**config.mk**
```make
export PLATFORM = sky130hd
export DESIGN_NAME = su_prod_accum
export DESIGN_NICKNAME = d
export VERILOG_FILES = /design/src/rtl/su_prod_accum.sv
export SDC_FILE = /design/constraint.sdc
export NUM_CORES = 1
export LEC_CHECK = 0
export CAP_MARGIN = 30
export CORE_MARGIN = 4
export CORE_UTILIZATION = 30
export CTS_CLUSTER_DIAMETER = 120
export DETAILED_ROUTE_END_ITERATION = 6
export DONT_BUFFER_PORTS = 1
export PLACE_DENSITY = 0.48
export SYNTH_ARGS = -nofsm -noshare
export SYNTH_HDL_FRONTEND = slang
export SYNTH_SLANG_ARGS = --single-unit
```
**constraint.sdc**
```tcl
create_clock -name clk -period 3.3 [get_ports clk]
set_clock_uncertainty 0.05 [all_clocks]
set_input_delay 0.495 -clock clk [delete_from_list [all_inputs] [get_ports clk]]
set_output_delay 0.495 -clock clk [all_outputs]
set_load 0.02 [all_outputs]
```
**src/rtl/su_prod_accum.sv**
```systemverilog
// su_prod_accum
// Streaming accumulation stage for signed 8-bit products. It sums up to LEN
// beats, or fewer when in_last closes the vector early, into a signed ACC_W-bit
// accumulator. It then presents the finished sum, the beat count and a sticky
// saturation/overflow flag on a registered valid/ready output.
//
// Parameters:
//   LEN   : products per vector (2..255)
//   ACC_W : accumulator / result width (>= 8)
//   SAT   : 1 = clamp to signed ACC_W bounds, 0 = wrap modulo 2^ACC_W
// Ports:
//   clk, rst_n        : clock, asynchronous active-low reset
//   clear             : synchronous flush, drops any presented beat
//   in_valid/in_ready : product beat handshake
//   in_prod, in_last  : signed product, early end-of-vector marker
//   out_valid/out_ready : result handshake
//   out_sum, out_count, out_sat : registered result fields
module su_prod_accum #(
  parameter int LEN   = 16,
  parameter int ACC_W = 16,
  parameter bit SAT   = 1'b1
) (
  input  logic             clk,
  input  logic             rst_n,
  input  logic             clear,
  input  logic             in_valid,
  output logic             in_ready,
  input  logic [7:0]       in_prod,
  input  logic             in_last,
  output logic             out_valid,
  input  logic             out_ready,
  output logic [ACC_W-1:0] out_sum,
  output logic [7:0]       out_count,
  output logic             out_sat
);

  typedef enum logic {
    ST_ACC,
    ST_HOLD
  } state_e;

  localparam logic [ACC_W-1:0] ACC_MAX = {1'b0, {(ACC_W-1){1'b1}}};
  localparam logic [ACC_W-1:0] ACC_MIN = {1'b1, {(ACC_W-1){1'b0}}};

  state_e           state_q;
  logic [ACC_W-1:0] acc_q, acc_d;
  logic [7:0]       cnt_q, cnt_d;
  logic             sat_q, sat_d;

  logic [ACC_W:0]   nxt;
  logic             ovf;
  logic             accept;
  logic             closing;

  // in_ready does not depend on in_valid. It is forced low while in reset and
  // during a clear cycle, so a presented beat is never reported as accepted.
  assign in_ready = rst_n && !clear && ((state_q == ST_ACC) || out_ready);
  assign accept   = in_valid && in_ready;

  always_comb begin
    nxt   = {acc_q[ACC_W-1], acc_q} + {{(ACC_W-7){in_prod[7]}}, in_prod};
    // The two top bits of the ACC_W+1 sum disagree exactly when the result
    // falls outside the signed ACC_W range.
    ovf   = nxt[ACC_W] ^ nxt[ACC_W-1];
    acc_d = nxt[ACC_W-1:0];
    if (SAT && ovf) begin
      acc_d = nxt[ACC_W] ? ACC_MIN : ACC_MAX;
    end
    sat_d   = sat_q || ovf;
    cnt_d   = cnt_q + 8'd1;
    closing = (cnt_d == 8'(LEN)) || in_last;
  end

  always_ff @(posedge clk or negedge rst_n) begin
    if (!rst_n) begin
      state_q   <= ST_ACC;
      acc_q     <= '0;
      cnt_q     <= '0;
      sat_q     <= 1'b0;
      out_valid <= 1'b0;
      out_sum   <= '0;
      out_count <= '0;
      out_sat   <= 1'b0;
    end else if (clear) begin
      state_q   <= ST_ACC;
      acc_q     <= '0;
      cnt_q     <= '0;
      sat_q     <= 1'b0;
      out_valid <= 1'b0;
    end else if (accept) begin
      // A beat taken in HOLD always has out_ready=1, so the held result leaves
      // in the same cycle. acc/cnt/sat are already zero from the previous close.
      if (closing) begin
        out_sum   <= acc_d;
        out_count <= cnt_d;
        out_sat   <= sat_d;
        out_valid <= 1'b1;
        acc_q     <= '0;
        cnt_q     <= '0;
        sat_q     <= 1'b0;
        state_q   <= ST_HOLD;
      end else begin
        acc_q     <= acc_d;
        cnt_q     <= cnt_d;
        sat_q     <= sat_d;
        out_valid <= 1'b0;
        state_q   <= ST_ACC;
      end
    end else if (state_q == ST_HOLD && out_ready) begin
      out_valid <= 1'b0;
      state_q   <= ST_ACC;
    end
  end

endmodule

```
==> summary.md <==
| Metric | Value |
|---|---|
| DR WL/cell | 16.15 um |
| Finished Cell Area | 0.003272 mm^2 |
| Worst-Margin Slew | 0.5581 ns |
| Core ar. | 0.009371 mm^2 |
| # IOs | 41 |
| Initial antenna violation count | 0 |
| Vias/cell | 5.092 |
| Via count | 2,271 |
| M3 GR Usage | 3.552% |
| WP data required | 3.46 ns |
| TNS Setup | 0 ns |
| Synth area leaders | dfrtp_1 44%, ha_1 7.3%, o21ai_0 6.5%, nand2_1 5.5%, a22o_1 3.9% |
| R2R depth | 9 |
| ANT cells | 0 |
| I/O Buffers | 0 |
| Total Nets Final | 348 |
| Util after Layout | 34.91% |
| Total Power | 1.616 mW |
| Flop2flop setup slack | 0.18 ns |
| Status | finished clean |
| Synth Warn # | 0 |
| Met1 GRT Util | 17.48% |
| Setup Crit Path Kind | reg2reg |
| Final-report hold violation count | 0 |
| Netlist cell types | 43 |
| Root Buffer | clkbuf_8 |
| Max_cap viols | 0 |
| Detailed Place HPWL | 5.088 mm |
| Post-Syn Area | 0.002923 mm^2 |
| Pins Over Slew Limit | 0 |
| Synth-to-layout area growth | 11.94% |
| Kind of end point of the critical path | register |
| Top cell type's share of synthesized area | 43.66% |
| Mapped Avg Cell Area | 9.459 um^2 |
| Worst-path clk slew | 0.10 ns |
| CTS tree | built |
| Synth cell count leaders | 51 x dfrtp_1, 43 x nand2_1, 38 x o21ai_0, 19 x a21oi_1, 19 x nor2_1 |
| Die width | 106.7 um |
| Grt met2 use | 22.30% |
| Vias in the first global route | 2,385 |
| Initial core utilization | 31.19% |
| EDFF count, synth | 0 |
| LEAKAGE | 1.504 nW |
| Die Span Y | 106.7 um |
| RSZ-0062 raised after global routing | false |
| Detailed Route WL | 7.202 mm |
| Pwr Density | 494.0 mW/mm^2 |
| Clock buffer depth | 2 |
| Post-Synthesis Net Count | 341 |
| H-tree levels | 2 |
| Async SR Flop Fraction | 100.0% |
| TritonCTS buffer count | 5 |
| Tot GR Track Use | 13.41% |
| Rows | 35 |
| Synth Flop Type | dfrtp_1 |
| Gr ovfl total | 0 |
| Placed Instance Area | 0.003109 mm^2 |
| Fmax | 321.0 MHz |
| #FFs+latches synth | 51 |
| Worst skew pair latency | 0.31 ns |
| DIE AREA | 0.01139 mm^2 |
| Final min period | 3.116 ns |
| Fillers | 992 |
| GPL Wtd Cong | 0.7595 |
| Dpl cells | 436 |
| Starting DRC count in detailed routing | 107 |
| Wire length of the first global-routing pass | 12.24 mm |
| CTS Sinks | 51 |
| Non-Filler Instances | 446 |
| Synth area leader | dfrtp_1 |
| Synth Instances | 309 |
| VDD IR-drop max | 0.2044 mV |
| Most used routing layer | met2 |
| Drt pass-1 iters | 4 |
| Pin count of the biggest net entering global routing | 52 |
| Hold Crit Class | in2reg |
| Startpoint Class | register |
| Final ANT Viol Nets | 0 |
| Crit-path max FO | 3 |
| Slew margin rel. | 62.06% |
| Data arrival, critical path | 3.27 ns |
| Final period util | 94.41% |
| Top-count cell post-synth | dfrtp_1 |
| DRC violations left | 0 |
| Share of cells above drive strength 1 | 11.36% |
| Hold Path Cell Cnt | 1 |
| Sequential fraction of the synthesis area | 43.66% |
| Setup violations, final | 0 |
[per-layer routing]
layer | wire [um] | part of all wire (%)
met4 | 59 | 0.82
met2 | 3449 | 48
met5 | 0 | 0
met1 | 3360 | 47
met3 | 331 | 4.6
[flip-flops by register name (all words and copies together) (netlist names)]
signal     cells
sat_q          1
acc_q         16
out_sum       16
cnt_q          8
out_count      8
out_sat        1
state_q        1
[placed cells by master, fill, tap and decap left out, types with 2 or more instances in the layout]
cell type,Yosys,layout
and3_1,7,7
a211o_1,3,3
inv_1,2,2
dfrtp_1,51,51
mux2_2,4,4
xor2_1,5,5
ha_1,17,17
and2_1,3,3
buf_4,0,8
nand2b_1,7,7
and3b_1,2,2
o31ai_1,2,2
xnor2_1,10,10
clkbuf_8,0,6
or3b_2,2,2
a31oi_1,3,3
a21oi_1,19,18
nor3_1,6,6
nand3_1,4,4
o21ai_0,38,38
nand4b_1,2,2
nand3b_1,2,2
a21boi_0,3,3
nand2_1,43,43
a21o_1,8,8
a22o_1,13,13
nor2_1,19,19
o21a_1,2,2
or2_2,7,7
nor2b_1,2,2
[final timing paths]
kind	startpoint	to
min reg2reg	acc_q[12]	acc_q[12]
max	acc_q[0]	out_sum[13]
min in group asynchronous	rst_n	out_sum[8]
max in group asynchronous	rst_n	out_sum[4]
min	clear	state_q
max reg2reg	acc_q[0]	out_sum[13]
[through the flow]
stage               setup WS (ns)  hold WS (ns)
global placement           0.1085        0.1516
detailed placement       -0.01845        0.1514
global route              0.07019        0.2443
CTS                        0.1153        0.2305
floorplan                  0.1755        0.1494
finish                     0.1844        0.2458
[kinds of logic (layout without fill, tap and decap cells)]
family          Yosys count  in the layout  share of synthesized area [%]
xor+xnor                 15             15                          4.495
mux                       5              5                          1.883
simple gates            111            111                          19.05
buf+inv                  12             20                          1.584
fa+ha+maj                18             18                          7.962
flops                    51             51                          43.66
compound gates           97             97                          21.36
[cell type report]
type                            instances  area (um^2)  area share (%)
Timing Repair Buffer                   10        97.59           2.983
Multi-Input combinational cell        246         1608           49.14
Clock inverter                          2        38.79           1.185
Inverter                                2        7.507          0.2294
Clock buffer                            6        82.58           2.524
Sequential cell                        51         1276           39.01
Tap cell                              129        161.4           4.933
[where the power goes]
group / switching (mW) / internal, mW / leakage, nW
clock: 0.233 / 0.250 / 0.0618
combinational: 0.158 / 0.130 / 0.771
sequential: 0.143 / 0.701 / 0.671
total: 0.534 / 1.08 / 1.50
[what timing repair did]
item                       4_1_cts  5_1_grt
setup buffers                    0        0
hold endpoints to repair        51        0
hold buffers                     2        0
setup endpoints to repair        0       12
resized for setup                0        1
[worst max-delay path: stages (launching register included)]
cell      delay [ns]
dfrtp_1         0.40
ha_1            0.22
fa_1            0.42
a211oi_2        0.25
nor3_1          0.10
or4_4           0.53
a31oi_4         0.22
nor4_2          0.09
or4_1           0.54
a22o_1          0.21
Power figures use the tool's default switching activity.
